**src/rtl/rvvi_pkg.sv**
```systemverilog
// rvvi_pkg: shared FSM states and ack frame field constants for the rvvi ack receiver
package rvvi_pkg;
   typedef enum logic [2:0] {IDLE, DSTMAC, SRCMAC, ETYPE, PAYLOAD, PAD, DROP} state_t;
   localparam logic [15:0] ETHTYPE_DEF = 16'h88B5;
   localparam logic [3:0] MAC_LEN = 4'd6;
   localparam logic [3:0] ETYPE_LEN = 4'd2;
   localparam logic [3:0] PAYLOAD_LEN = 4'd12;
endpackage

```
**src/rtl/flopenr.sv**
```systemverilog
// flopenr: enabled register with synchronous active-high reset to zero
module flopenr #(parameter int W = 1) (
   input  logic         clk,
   input  logic         reset,
   input  logic         en,
   input  logic [W-1:0] d,
   output logic [W-1:0] q
);
   always_ff @(posedge clk)
      if (reset) q <= '0;
      else if (en) q <= d;
endmodule

```
**src/rtl/rvvi_ack_rx.sv**
```systemverilog
// rvvi_ack_rx: parses ack frames from a byte stream into {Delay, Minstret} ack writes.
// Define RVVI_ACK_DSTMAC_FILTER_EN to drop frames not addressed to LocalMac or broadcast.
module rvvi_ack_rx import rvvi_pkg::*; #(
   parameter logic [15:0] ETHTYPE = ETHTYPE_DEF,
   parameter int          ACKW = 96
) (
   input  logic            clk,
   input  logic            reset,
   input  logic            RxValid,
   input  logic [7:0]      RxData,
   input  logic            RxLast,
   input  logic            RxError,
   input  logic [47:0]     LocalMac,
   output logic            AckValid,
   output logic [ACKW-1:0] AckData,
   output logic [15:0]     FrameCount,
   output logic [15:0]     DropCount
);
   logic [2:0]      state_q;
   state_t          state, nxt;
   logic [3:0]      cnt, cnt_nxt;
   logic [ACKW-1:0] sr, sr_nxt;
   logic            ack, drop, dst_ok;
   assign state = state_t'(state_q);
   // EtherType bytes pass through the payload shifter; the 12 payload bytes flush them out
   assign sr_nxt = {sr[ACKW-9:0], RxData};
   always_comb begin
      nxt = state;
      ack = 1'b0;
      drop = 1'b0;
      if (RxValid) begin
         if (RxLast && RxError) begin
            nxt = IDLE;
            drop = 1'b1;
         end else begin
            case (state)
               IDLE:    if (RxLast) drop = 1'b1; else nxt = DSTMAC;
               DSTMAC:  if (RxLast) begin drop = 1'b1; nxt = IDLE; end
                        else if (cnt == MAC_LEN - 4'd1) nxt = dst_ok ? SRCMAC : DROP;
               SRCMAC:  if (RxLast) begin drop = 1'b1; nxt = IDLE; end
                        else if (cnt == MAC_LEN - 4'd1) nxt = ETYPE;
               ETYPE:   if (RxLast) begin drop = 1'b1; nxt = IDLE; end
                        else if (cnt == ETYPE_LEN - 4'd1) nxt = (sr_nxt[15:0] == ETHTYPE) ? PAYLOAD : DROP;
               PAYLOAD: if (cnt == PAYLOAD_LEN - 4'd1) begin ack = RxLast; nxt = RxLast ? IDLE : PAD; end
                        else if (RxLast) begin drop = 1'b1; nxt = IDLE; end
               PAD:     if (RxLast) begin ack = 1'b1; nxt = IDLE; end
               DROP:    if (RxLast) begin drop = 1'b1; nxt = IDLE; end
               default: nxt = IDLE;
            endcase
         end
      end
   end
   // the IDLE byte is dst byte 0, so DSTMAC starts counting at 1
   assign cnt_nxt = (state == IDLE && nxt == DSTMAC) ? 4'd1 : (nxt != state) ? 4'd0 : cnt + 4'd1;
`ifdef RVVI_ACK_DSTMAC_FILTER_EN
   logic [1:0] hit, hit_nxt;
   logic [2:0] idx;
   logic [7:0] mac_byte;
   assign idx = (state == IDLE) ? 3'd0 : cnt[2:0];
   assign mac_byte = LocalMac[47 - 8*idx -: 8];
   assign hit_nxt = {(state == IDLE || hit[1]) && RxData == mac_byte,
                     (state == IDLE || hit[0]) && RxData == 8'hFF};
   assign dst_ok = |hit_nxt;
   flopenr #(2) u_hit (.clk(clk), .reset(reset), .en(RxValid && (state == IDLE || state == DSTMAC)), .d(hit_nxt), .q(hit));
`else
   logic unused_mac;
   assign unused_mac = ^LocalMac;
   assign dst_ok = 1'b1;
`endif
   flopenr #(3)    u_state (.clk(clk), .reset(reset), .en(RxValid), .d(nxt), .q(state_q));
   flopenr #(4)    u_cnt   (.clk(clk), .reset(reset), .en(RxValid), .d(cnt_nxt), .q(cnt));
   flopenr #(ACKW) u_sr    (.clk(clk), .reset(reset), .en(RxValid && (state == ETYPE || state == PAYLOAD)), .d(sr_nxt), .q(sr));
   flopenr #(ACKW) u_data  (.clk(clk), .reset(reset), .en(ack), .d(state == PAYLOAD ? sr_nxt : sr), .q(AckData));
   flopenr #(1)    u_valid (.clk(clk), .reset(reset), .en(1'b1), .d(ack), .q(AckValid));
   flopenr #(16)   u_fc    (.clk(clk), .reset(reset), .en(ack && FrameCount != 16'hFFFF), .d(FrameCount + 16'd1), .q(FrameCount));
   flopenr #(16)   u_dc    (.clk(clk), .reset(reset), .en(drop && DropCount != 16'hFFFF), .d(DropCount + 16'd1), .q(DropCount));
endmodule
```
**config.mk**
```make
export PLATFORM = sky130hd
export DESIGN_NAME = rvvi_ack_rx
export DESIGN_NICKNAME = d
export VERILOG_FILES = /design/src/rtl/rvvi_pkg.sv /design/src/rtl/flopenr.sv /design/src/rtl/rvvi_ack_rx.sv
export SDC_FILE = /design/constraint.sdc
export NUM_CORES = 1
export LEC_CHECK = 0
export CORE_UTILIZATION = 49
export CTS_BUF_LIST = sky130_fd_sc_hd__clkbuf_2 sky130_fd_sc_hd__clkbuf_4 sky130_fd_sc_hd__clkbuf_8
export CTS_CLUSTER_DIAMETER = 100
export CTS_CLUSTER_SIZE = 16
export DETAILED_ROUTE_END_ITERATION = 10
export PLACE_DENSITY = 0.84
export SYNTH_ARGS = -nofsm -noshare
export SYNTH_HDL_FRONTEND = slang
export SYNTH_SLANG_ARGS = --single-unit
```
**constraint.sdc**
```tcl
create_clock -name clk -period 2.21 [get_ports clk]
set_clock_uncertainty 0.15 [all_clocks]
set_input_delay 0.663 -clock clk [delete_from_list [all_inputs] [get_ports clk]]
set_output_delay 0.663 -clock clk [all_outputs]
set_load 0.01 [all_outputs]
```
==> results.tsv, run 1 <==
stage	metric	value	unit
timing	hold_slack	0.309	ns
clocking	hold_buffers	0	
worst_setup_path	crit_required	2.52	ns
timing	finalCriticalPeriod	2.15	ns
logic_synthesis	synth_warnings	0	
routing	drt_iter0_drc	607	
pwr	leakagePower	4.27	nW
timing	tightest_slew	0.473	ns
pwr	clkPwrFrac	0.323	
grt	grt_usage	0.225	
floorplanning	core	19500	um^2
worst_setup_path	worst_setup_path_end_kind	flip-flop	
cells_and_area	drive_gt1_frac	0.104	
hold_path	hp-class	flip-flop to flip-flop	
hold_path	worstHoldStart	u_sr.q[92]$_SDFFE_PP0P_	
clocking	cts_tree	done	
logic_synthesis	syn_inst	1124	
routing	wl	23.6	mm
worst_setup_path	startpoint_type	input port	
job	maxCapViolCount	0	
routing	dr_total_vias	8497	
grt	grt_remaining_overflow	0	
grt	grt_max_degree	52	
floorplanning	die-area	20500	um^2
pwr	switchingPower	0.00147	W
worst_setup_path	crit_type	input port to flip-flop	
timing	report.final.slew_viol_count	0	
logic_synthesis	seq_area_frac_synth	0.475	
routing	drt.antenna.violating_nets	0	
routing	first_pass_iters	5	
timing	max-slew-margin-rel	0.680	
logic_synthesis	syn-num-nets	1189	
pwr	peakVddDrop	0.464	mV
cells_and_area	area.growth.synth_to_final	23.4	%
placed_design	dp.cells	1499	
grt	antenna_found_initial	0	
logic_synthesis	yosysUniqueCellTypes	63	
grt	grt_pass1_vias	7723	
cells_and_area	nNetsFinal	1323	
cells_and_area	instances_no_fill	1523	
logic_synthesis	ys.flop_type	dfxtp_1	
logic_synthesis	synth_top_area_frac	0.475	
routing	vias_per_cell	5.58	
routing	drc	0	
placed_design	detailed_place_hpwl	16.0	mm
timing	fmax	0.465	GHz
clocking	path_clk_slew	0.10	ns
floorplanning	rows	51	
worst_setup_path	rr_endpoint	u_dc.q[8]$_SDFFE_PP0P_	
floorplanning	die_x	143	um
timing	setup_viol	0	
worst_setup_path	worstPathArrival	2.46	ns
floorplanning	start_util	0.501	
logic_synthesis	synthArstFlopShare	0	
timing	setup_slack	0.0609	ns
worst_setup_path	path_max_fanout	12	
cells_and_area	final_util	0.618	
clocking	numCtsBuffers	18	
logic_synthesis	ys_ff_latch	232	
timing	period_share	0.972	
worst_setup_path	regToRegSetupSlack	0.07	ns
placed_design	port-buffer-count	141	
logic_synthesis	avgSynthCellArea	8.70	um^2
clocking	cts_sinks	232	
logic_synthesis	synth_edf_count	0	
timing	rsz0062_at_grt	true	
pwr	comb_power_share	0.036	
pwr	p_int	0.00506	W
grt	grt_pass1_wl	37.8	mm
run_status	status	complete, no violations	
cells_and_area	antennaDiodeCount	0	
placed_design	dp_slack	-0.515	ns
pwr	p_per_area	541	nW/um^2
floorplanning	fp.dieH	143	um
timing	hold_viol_final	0	
clocking	cts-root-buf	clkbuf_8	
pwr	p_sw_frac	0.226	
hold_path	hold_end	u_sr.q[92]$_SDFFE_PP0P_	
placed_design	place_congestion	0.880	
logic_synthesis	yosysTopAreaCell	dfxtp_1	
logic_synthesis	synthTopCellsByArea	dfxtp_1 (48%), mux2i_1 (10%), nand2_1 (8.2%), a211oi_1 (7.7%), a21oi_1 (5.6%)	
floorplanning	num_io_pins	190	
worst_setup_path	rr_worst_depth	7	
hold_path	worstHoldPathCells	2	
worst_setup_path	reg2reg_from	u_dc.q[0]$_SDFFE_PP0P_	
pwr	pwr-share-seq	0.641	
clocking	clock_latency	0.52	ns
logic_synthesis	syn-cell-area	9780	um^2
clocking	htreeDepth	1	
clocking	clk_path_buf_depth	3	
routing	avgRoutedWirePerCell	15.5	um
## state kept, by name, summed over array words and instances (netlist names)
signal,count
u_cnt.q,4
u_data.q,96
u_dc.q,16
u_fc.q,16
u_sr.q,96
u_state.q,3
u_valid.q,1
## cell type report
cell class,count,area (um^2)
Fill cell,1719,7460
Timing Repair Buffer,204,2000
Sequential cell,232,4680
Clock buffer,19,262
Inverter,6,22.5
Multi-Input combinational cell,796,4750
Tap cell,265,332
Clock inverter,1,8.76
## through the flow
stage | power [W] | cell area (um^2) | setup TNS (ns)
2_1_floorplan | 0.00441 | 9780 | 0
3_3_place_gp | 0.00451 | 11800 | -50.66
3_5_place_dp | 0.00452 | 11800 | -57.33
4_1_cts | 0.00661 | 12000 | 0
5_1_grt | 0.00680 | 12100 | -0.0786
6_report | 0.00653 | 12100 | 0
## worst max-delay path by stage
stage / slack (ns) / cells after the start / from / end
after floorplan: 0.007 / 6 / RxLast / u_data.q[25]$_SDFFE_PP0P_
after global placement: -0.47 / 7 / RxError / u_fc.q[5]$_SDFFE_PP0P_
after detailed placement: -0.51 / 7 / RxError / u_data.q[16]$_SDFFE_PP0P_
after CTS: 0.02 / 7 / u_dc.q[0]$_SDFFE_PP0P_ / u_dc.q[1]$_SDFFE_PP0P_
after global routing: -0.04 / 7 / u_cnt.q[1]$_SDFFE_PP0P_ / u_data.q[46]$_SDFFE_PP0P_
final: 0.06 / 7 / RxValid / u_dc.q[15]$_SDFFE_PP0P_
## synthesized netlist by cell type, types with 2 or more instances
cell type / number
a21oi_1: 110
a2111oi_1: 2
buf_4: 6
nand3b_1: 3
nor2_1: 132
nand2_1: 213
or4_1: 2
and3_2: 2
dfxtp_1: 232
o211ai_1: 8
xnor2_1: 8
ha_1: 4
nand3_1: 12
clkbuf_1: 51
o21ai_1: 2
o2111ai_1: 5
o21ai_0: 11
or3_1: 4
nand4b_1: 3
buf_2: 31
nor4_1: 4
nor3_1: 6
inv_1: 6
mux2i_1: 98
nand4_1: 8
nor4b_1: 2
a211oi_1: 100
nand4bb_1: 2
and2_1: 5
nor4bb_1: 2
and3_1: 3
xor2_1: 15
and4_1: 2
## what timing repair did
| action | CTS | global route |
|---|---|---|
| pin swaps | 0 | 3 |
| gates cloned | 0 | 1 |
| buffers inserted | 0 | 3 |
| hold endpoints to repair | 0 | 0 |
| endpoints found under the setup margin | 134 | 48 |
| gates resized for setup | 161 | 7 |
## logic make-up after synthesis
logic type,count (synthesis),synth area share
flip-flops,232,0.475
buffers and inverters,96,0.0449
XOR/XNOR,23,0.0206
AND/OR/NAND/NOR,414,0.182
multiplexers,98,0.100
AO/OA/AOI/OAI,257,0.172
adder cells (fa/ha/maj),4,0.00512
## power by group through the flow
stage,logic (W),clock network (W),registers (W)
final,0.000235,0.00211,0.00419
after global routing,0.000253,0.00236,0.00419
after CTS,0.000228,0.00220,0.00419
after detailed placement,0.000229,0,0.00429
after global placement,0.000226,0,0.00429
after floorplan,0.000118,0,0.00429
## placed cells by master (no fill, tap or decap), types with 3 or more instances in the layout
cell	netlist	routed
dfxtp_1	232	206
dlygate4sd2_1	0	129
ha_1	4	3
nor3_1	6	6
clkbuf_8	1	19
buf_4	6	39
xor2_1	15	15
nand3_1	12	12
nand2_1	213	213
a211oi_1	100	100
o2111ai_1	5	5
nor2_1	132	132
o211ai_1	8	8
xnor2_1	8	8
clkdlybuf4s50_1	0	11
or3_1	4	4
and2_1	5	5
o21ai_0	11	11
inv_1	6	6
nand4_1	8	8
dfxtp_2	0	23
nor4_1	4	4
a21oi_1	110	110
and3_1	3	3
dfxtp_4	0	3
buf_6	1	4
mux2i_1	98	98
buf_12	0	20
nand3b_1	3	3
nand4b_1	3	3
## routing by layer
metal  track usage  vias up  wire, um  share of wire
li1              -     4182         -              -
met1         0.294     4035     10300           0.44
met2         0.381      239     11400           0.48
met3        0.0362       41      1330          0.056
met4        0.0644        0       521          0.022
met5             0        -         0              0
## critical path: stages
cell             delay, ns
clkdlybuf4s50_1       0.48
buf_4                 0.20
inv_1                 0.10
o32ai_4               0.34
o211ai_1              0.19
or3_1                 0.34
a21oi_1               0.14
Note: power is estimated with default switching activity, not from simulation.
==> run 2: changes to the inputs <==
CORE_MARGIN = 5   (was unset)
==> results.tsv, run 2 (same netlist as run 1, synthesis figures left out) <==
stage	metric	value	unit	change
job	maxCapViolCount	0		unchanged
grt	grt_usage	0.199		-0.0255
cells_and_area	multi_input_area	4760	um^2	+0.11%
worst_setup_path	crit_type	input port to flip-flop		
worst_setup_path	cpPeakStageDelay	0.51	ns	+0.03 ns
hold_path	hp-class	flip-flop to flip-flop		
pwr	peakVddDrop	0.452	mV	-2.6%
floorplanning	core	19500	um^2	unchanged
grt	grt_remaining_overflow	0		unchanged
floorplanning	die-area	22900	um^2	+11%
routing	drc	0		unchanged
worst_setup_path	path_buf_inv	1		-2
timing	hold_viol_final	0		unchanged
worst_setup_path	worstSetupPathDepth	6		-1
pwr	clkPwrFrac	0.322		about the same
floorplanning	die_x	151	um	+5.6%
pwr	comb_power_share	0.036		about the same
routing	dr_total_vias	8369		-1.5%
clocking	numCtsBuffers	18		unchanged
worst_setup_path	worstPathArrival	2.49	ns	+0.03 ns
clocking	clock_latency	0.53	ns	about the same
cells_and_area	antennaDiodeCount	0		unchanged
floorplanning	start_util	0.501		unchanged
clocking	clk_path_buf_depth	3		unchanged
clocking	hold_buffers	0		unchanged
worst_setup_path	cp_slowest_cell	clkdlybuf4s50_1		
pwr	switchingPower	0.00147	W	-0.54%
placed_design	place_congestion	0.911		+3.5%
routing	drt.antenna.violating_nets	0		unchanged
cells_and_area	final_cell_mix	dfxtp_1 (216), nand2_1 (213), nor2_1 (132), dlygate4sd2_1 (128), a21oi_1 (110)		
grt	grt_max_degree	69		+33%
timing	fmax	0.455	GHz	-2.1%
timing	setup_slack	0.0146	ns	-0.0463 ns
routing	avgRoutedWirePerCell	15.6	um	+0.22%
timing	rsz0062_at_grt	true		
pwr	p_int	0.00506	W	about the same
grt	grt_pass1_vias	7876		+2.0%
placed_design	detailed_place_hpwl	16.2	mm	+1.6%
pwr	pwr-share-seq	0.642		about the same
cells_and_area	area.growth.synth_to_final	22.5	%	
run_status	status	complete, no violations		
routing	first_pass_iters	5		unchanged
placed_design	port-buffer-count	141		unchanged
grt	antenna_found_initial	0		unchanged
placed_design	dp_slack	-0.536	ns	-0.0218 ns
worst_setup_path	path_max_fanout	6		-6
timing	max-slew-margin-rel	0.700		+0.0193
floorplanning	fp.dieH	151	um	+5.6%
timing	tightest_slew	0.450	ns	-0.0223 ns
clocking	htreeDepth	1		unchanged
worst_setup_path	startpoint_type	input port		
routing	wl	23.7	mm	+0.35%
timing	tns	0	ns	unchanged
cells_and_area	nNetsFinal	1325		+0.15%
worst_setup_path	rr_worst_depth	6		-1
cells_and_area	fill_cells	1740		+1.2%
cells_and_area	layout_top_registers	u_data.q x96, u_sr.q x96		
clocking	path_clk_slew	0.10	ns	about the same
timing	report.final.slew_viol_count	0		unchanged
cells_and_area	drive_gt1_frac	0.101		-0.00334
worst_setup_path	worst_setup_path_end_kind	flip-flop		
routing	vias_per_cell	5.49		-1.6%
cells_and_area	final_common_cell	dfxtp_1		
floorplanning	rows	51		unchanged
pwr	leakagePower	4.27	nW	-0.13%
floorplanning	num_io_pins	190		unchanged
hold_path	worstHoldPathCells	2		unchanged
pwr	p_sw_frac	0.225		-0.00102
worst_setup_path	critPathTopFamily	compound AO/OA/AOI/OAI gates		
cells_and_area	final_util	0.613		-0.00455
clocking	cts_tree	done		
grt	grt_pass1_wl	38.4	mm	+1.6%
timing	period_share	0.993		+0.0209
cells_and_area	final-seq-area	4660	um^2	-0.43%
worst_setup_path	crit_path_cell_trace	clkdlybuf4s50_1, nand4b_1, a211oi_4, o211ai_2, or4_1, a21oi_1		
timing	setup_viol	0		unchanged
timing	finalCriticalPeriod	2.20	ns	+0.0463 ns
clocking	cts-root-buf	clkbuf_8		
worst_setup_path	crit_required	2.50	ns	-0.02 ns
pwr	p_per_area	545	nW/um^2	+0.65%
routing	drt_iter0_drc	640		+5.4%
clocking	cts_sinks	232		unchanged
-- run 2: what timing repair did --
item,CTS,global route
buffers inserted,0,0
gates cloned,0,1
endpoints found under the setup margin,131,84
resized for setup,145,17
pin swaps,0,1
-- run 2: metrics by stage --
stage	instance area, um^2	hold WS (ns)	instances	total power, W
detailed placement	11800	0.296	1504	0.00452
CTS	11900	0.311	1524	0.00658
global placement	11800	0.291	1504	0.00451
finish	12000	0.309	1525	0.00652
global route	12000	0.324	1525	0.00679
floorplan	9780	0.286	1124	0.00441
-- run 2: worst paths after layout --
kind | endpoint | slack [ns] | start
max reg2reg | u_fc.q[12]$_SDFFE_PP0P_ | 0.05 | u_cnt.q[1]$_SDFFE_PP0P_
min reg2reg | u_sr.q[93]$_SDFFE_PP0P_ | 0.31 | u_sr.q[93]$_SDFFE_PP0P_
max | u_fc.q[12]$_SDFFE_PP0P_ | 0.01 | RxLast
min | u_sr.q[93]$_SDFFE_PP0P_ | 0.31 | u_sr.q[93]$_SDFFE_PP0P_
-- run 2: power by group through the flow --
stage	clock network (W)	logic (W)	registers (W)
after global routing	0.00235	0.000252	0.00419
after floorplan	0	0.000118	0.00429
after CTS	0.00216	0.000226	0.00419
after detailed placement	0	0.000228	0.00429
after global placement	0	0.000224	0.00429
final	0.00210	0.000232	0.00419
-- run 2: cell type report --
cell class | instances | area share
Multi-Input combinational cell | 796 | 0.397
Sequential cell | 232 | 0.390
Clock inverter | 1 | 0.000731
Timing Repair Buffer | 206 | 0.161
Inverter | 6 | 0.00188
Clock buffer | 19 | 0.0218
Tap cell | 265 | 0.0277
-- run 2: worst reg2reg max path, delay by kind of cell, from the launching register on --
family                     cells  cell delay [ns]
and+or+nand+nor                2             0.58
adders and majority gates      1             0.25
AOI/OAI and AO/OA              3             0.73
DFF                            1             0.38
-- run 2: routing by layer --
layer | track usage | routed length, um | share of wire
met1 | 0.261 | 10500 | 0.44
met2 | 0.336 | 11300 | 0.48
met3 | 0.0428 | 1500 | 0.063
met4 | 0.0467 | 414 | 0.017
met5 | 0 | 0 | 0
==> run 3: changes to the inputs <==
CORE_UTILIZATION = 54   (was 49)
CTS_CLUSTER_SIZE = 40   (was 16)
GPL_ROUTABILITY_DRIVEN = 0   (was unset)
PLACE_DENSITY = 0.88   (was 0.84)
clock period = 2.2 ns   (was 2.21 ns; I/O delays follow)
==> results.tsv, run 3 (same netlist as run 1, synthesis figures left out) <==
stage	metric	value	unit	change
run_status	status	complete, no violations		
grt	grt_usage	0.222		+0.0226
worst_setup_path	worstPathArrival	2.51	ns	+0.02 ns
placed_design	post_dp_cell_area	11800	um^2	+0.13%
timing	hold_viol_final	0		unchanged
clocking	htreeDepth	1		unchanged
routing	wl	24.1	mm	+1.4%
routing	drt_iter0_drc	751		+17%
grt	antenna_found_initial	0		unchanged
pwr	leakagePower	4.39	nW	+2.8%
floorplanning	num_io_pins	190		unchanged
hold_path	hp-class	flip-flop to flip-flop		
cells_and_area	final_common_cell	nand2_1		
cells_and_area	drive_gt1_frac	0.175		+0.0740
grt	grt_pass1_vias	8023		+1.9%
floorplanning	die_x	145	um	-4.4%
cells_and_area	design_area	12200	um^2	+1.6%
floorplanning	die-area	20900	um^2	-8.7%
floorplanning	rows	49		-3.9%
clocking	cts_tree	done		
timing	report.final.slew_viol_count	0		unchanged
worst_setup_path	path_max_fanout	10		+4
clocking	clock_latency	0.54	ns	about the same
routing	dr_total_vias	8545		+2.1%
timing	tightest_slew	0.613	ns	+0.163 ns
worst_setup_path	startpoint_type	input port		
pwr	power.total	0.00628	W	-3.7%
pwr	peakVddDrop	0.590	mV	+31%
placed_design	port-buffer-count	141		unchanged
timing	max-slew-margin-rel	0.586		-0.114
worst_setup_path	worst_setup_path_end_kind	flip-flop		
timing	rsz0062_at_grt	true		
grt	grt_pass1_wl	38.9	mm	+1.4%
timing	fmax	0.455	GHz	
routing	drc	0		unchanged
floorplanning	start_util	0.546		+0.0454
routing	first_pass_iters	5		unchanged
floorplanning	fp.dieH	145	um	-4.4%
cells_and_area	final_cell_mix	nand2_1 (213), dfxtp_1 (133), nor2_1 (132), dlygate4sd2_1 (129), a21oi_1 (110)		
routing	drt.antenna.violating_nets	0		unchanged
routing	vias_per_cell	5.68		+3.5%
cells_and_area	antennaDiodeCount	0		unchanged
cells_and_area	layout_top_registers	u_data.q x96, u_sr.q x96		
clocking	cts_sinks	232		unchanged
job	maxCapViolCount	0		unchanged
grt	grt_max_degree	63		-8.7%
routing	wl_met3	1.43	mm	-4.7%
worst_setup_path	crit_type	input port to flip-flop		
grt	grt_remaining_overflow	0		unchanged
clocking	cts-root-buf	clkbuf_8		
timing	finalCriticalPeriod	2.20	ns	
clocking	path_clk_slew	0.22	ns	+0.12 ns
routing	wl_met1	10.3	mm	-1.7%
timing	setup_viol	0		unchanged
floorplanning	core	17900	um^2	-8.3%
routing	met2RoutedLength	11.8	mm	+4.4%
clocking	numCtsBuffers	10		-8
pwr	p_per_area	516	nW/um^2	-5.2%
timing	period_share	0.998		
placed_design	detailed_place_hpwl	16.3	mm	+0.53%
worst_setup_path	crit_required	2.51	ns	about the same
routing	maxUsedRoutingLayer	met4		
clocking	hold_buffers	0		unchanged
cells_and_area	nNetsFinal	1338		+0.98%
clocking	clk_path_buf_depth	3		unchanged
routing	avgRoutedWirePerCell	16.0	um	+2.8%
cells_and_area	area.growth.synth_to_final	24.4	%	
==> run 3: cell types whose count changed in the layout (fill, tap and decap cells not counted), moves of 3 or more <==
cell,before,now
dfxtp_1,216,133
buf_6,4,1
buf_12,11,14
buf_4,49,71
clkbuf_8,19,12
dfxtp_4,0,13
dfxtp_2,16,86
==> run 3: timing repair <==
| item | in CTS | in global routing |
|---|---|---|
| pin swaps | 0 | 2 |
| setup endpoints to repair | 129 | 22 |
| setup buffers | 19 | 0 |
| resized for setup | 242 | 9 |
| endpoints found under the hold margin | 0 | 0 |
==> run 3: final cells by class <==
type / instances / area, um^2
Fill cell: 1405 / 5740
Multi-Input combinational cell: 796 / 4750
Timing Repair Buffer: 227 / 2090
Inverter: 6 / 22.5
Clock inverter: 3 / 48.8
Clock buffer: 12 / 165
Tap cell: 229 / 287
Sequential cell: 232 / 4800
==> run 3: per-layer routing <==
metal / vias up / GRT usage
met1: 4003 / 0.294
li1: 4224 / -
met3: 42 / 0.0308
met2: 276 / 0.379
met4: 0 / 0.0628
met5: - / 0
==> run 3: worst paths after layout <==
kind / startpoint / to / slack, ns / cells past startpoint
max: RxError / u_fc.q[13]$_SDFFE_PP0P_ / 0.004 / 5
min reg2reg: u_sr.q[8]$_SDFFE_PP0P_ / u_sr.q[16]$_SDFFE_PP0P_ / 0.31 / 2
min: u_sr.q[8]$_SDFFE_PP0P_ / u_sr.q[16]$_SDFFE_PP0P_ / 0.31 / 2
max reg2reg: u_cnt.q[1]$_SDFFE_PP0P_ / u_fc.q[13]$_SDFFE_PP0P_ / 0.06 / 5
==> run 3: through the flow <==
step	util	instances	worst slack [ns]	hold slack [ns]	TNS [ns]
floorplan	-	1124	0.000295	0.286	0
global placement	0.657	1471	-0.494	0.291	-49.72
detailed placement	0.657	1471	-0.578	0.296	-58.38
CTS	0.677	1505	0.0129	0.316	0
global route	0.680	1505	-0.0290	0.345	-0.108
finish	0.680	1505	0.00427	0.309	0
==> run 3: worst max-delay path: stages <==
cell and delay [ns]:
clkdlybuf4s50_1 0.42, nand4b_1 0.27, a211o_2 0.46, or4_1 0.53, a21oi_1 0.16
==> run 3: power breakdown <==
part / switching, W / internal, W / total, W / leakage (nW)
combinational: 0.000138 / 0.0000897 / 0.000228 / 2.36
sequential: 0.00000847 / 0.00420 / 0.00421 / 1.92
clock: 0.00131 / 0.000541 / 0.00185 / 0.104
total: 0.00145 / 0.00483 / 0.00628 / 4.39
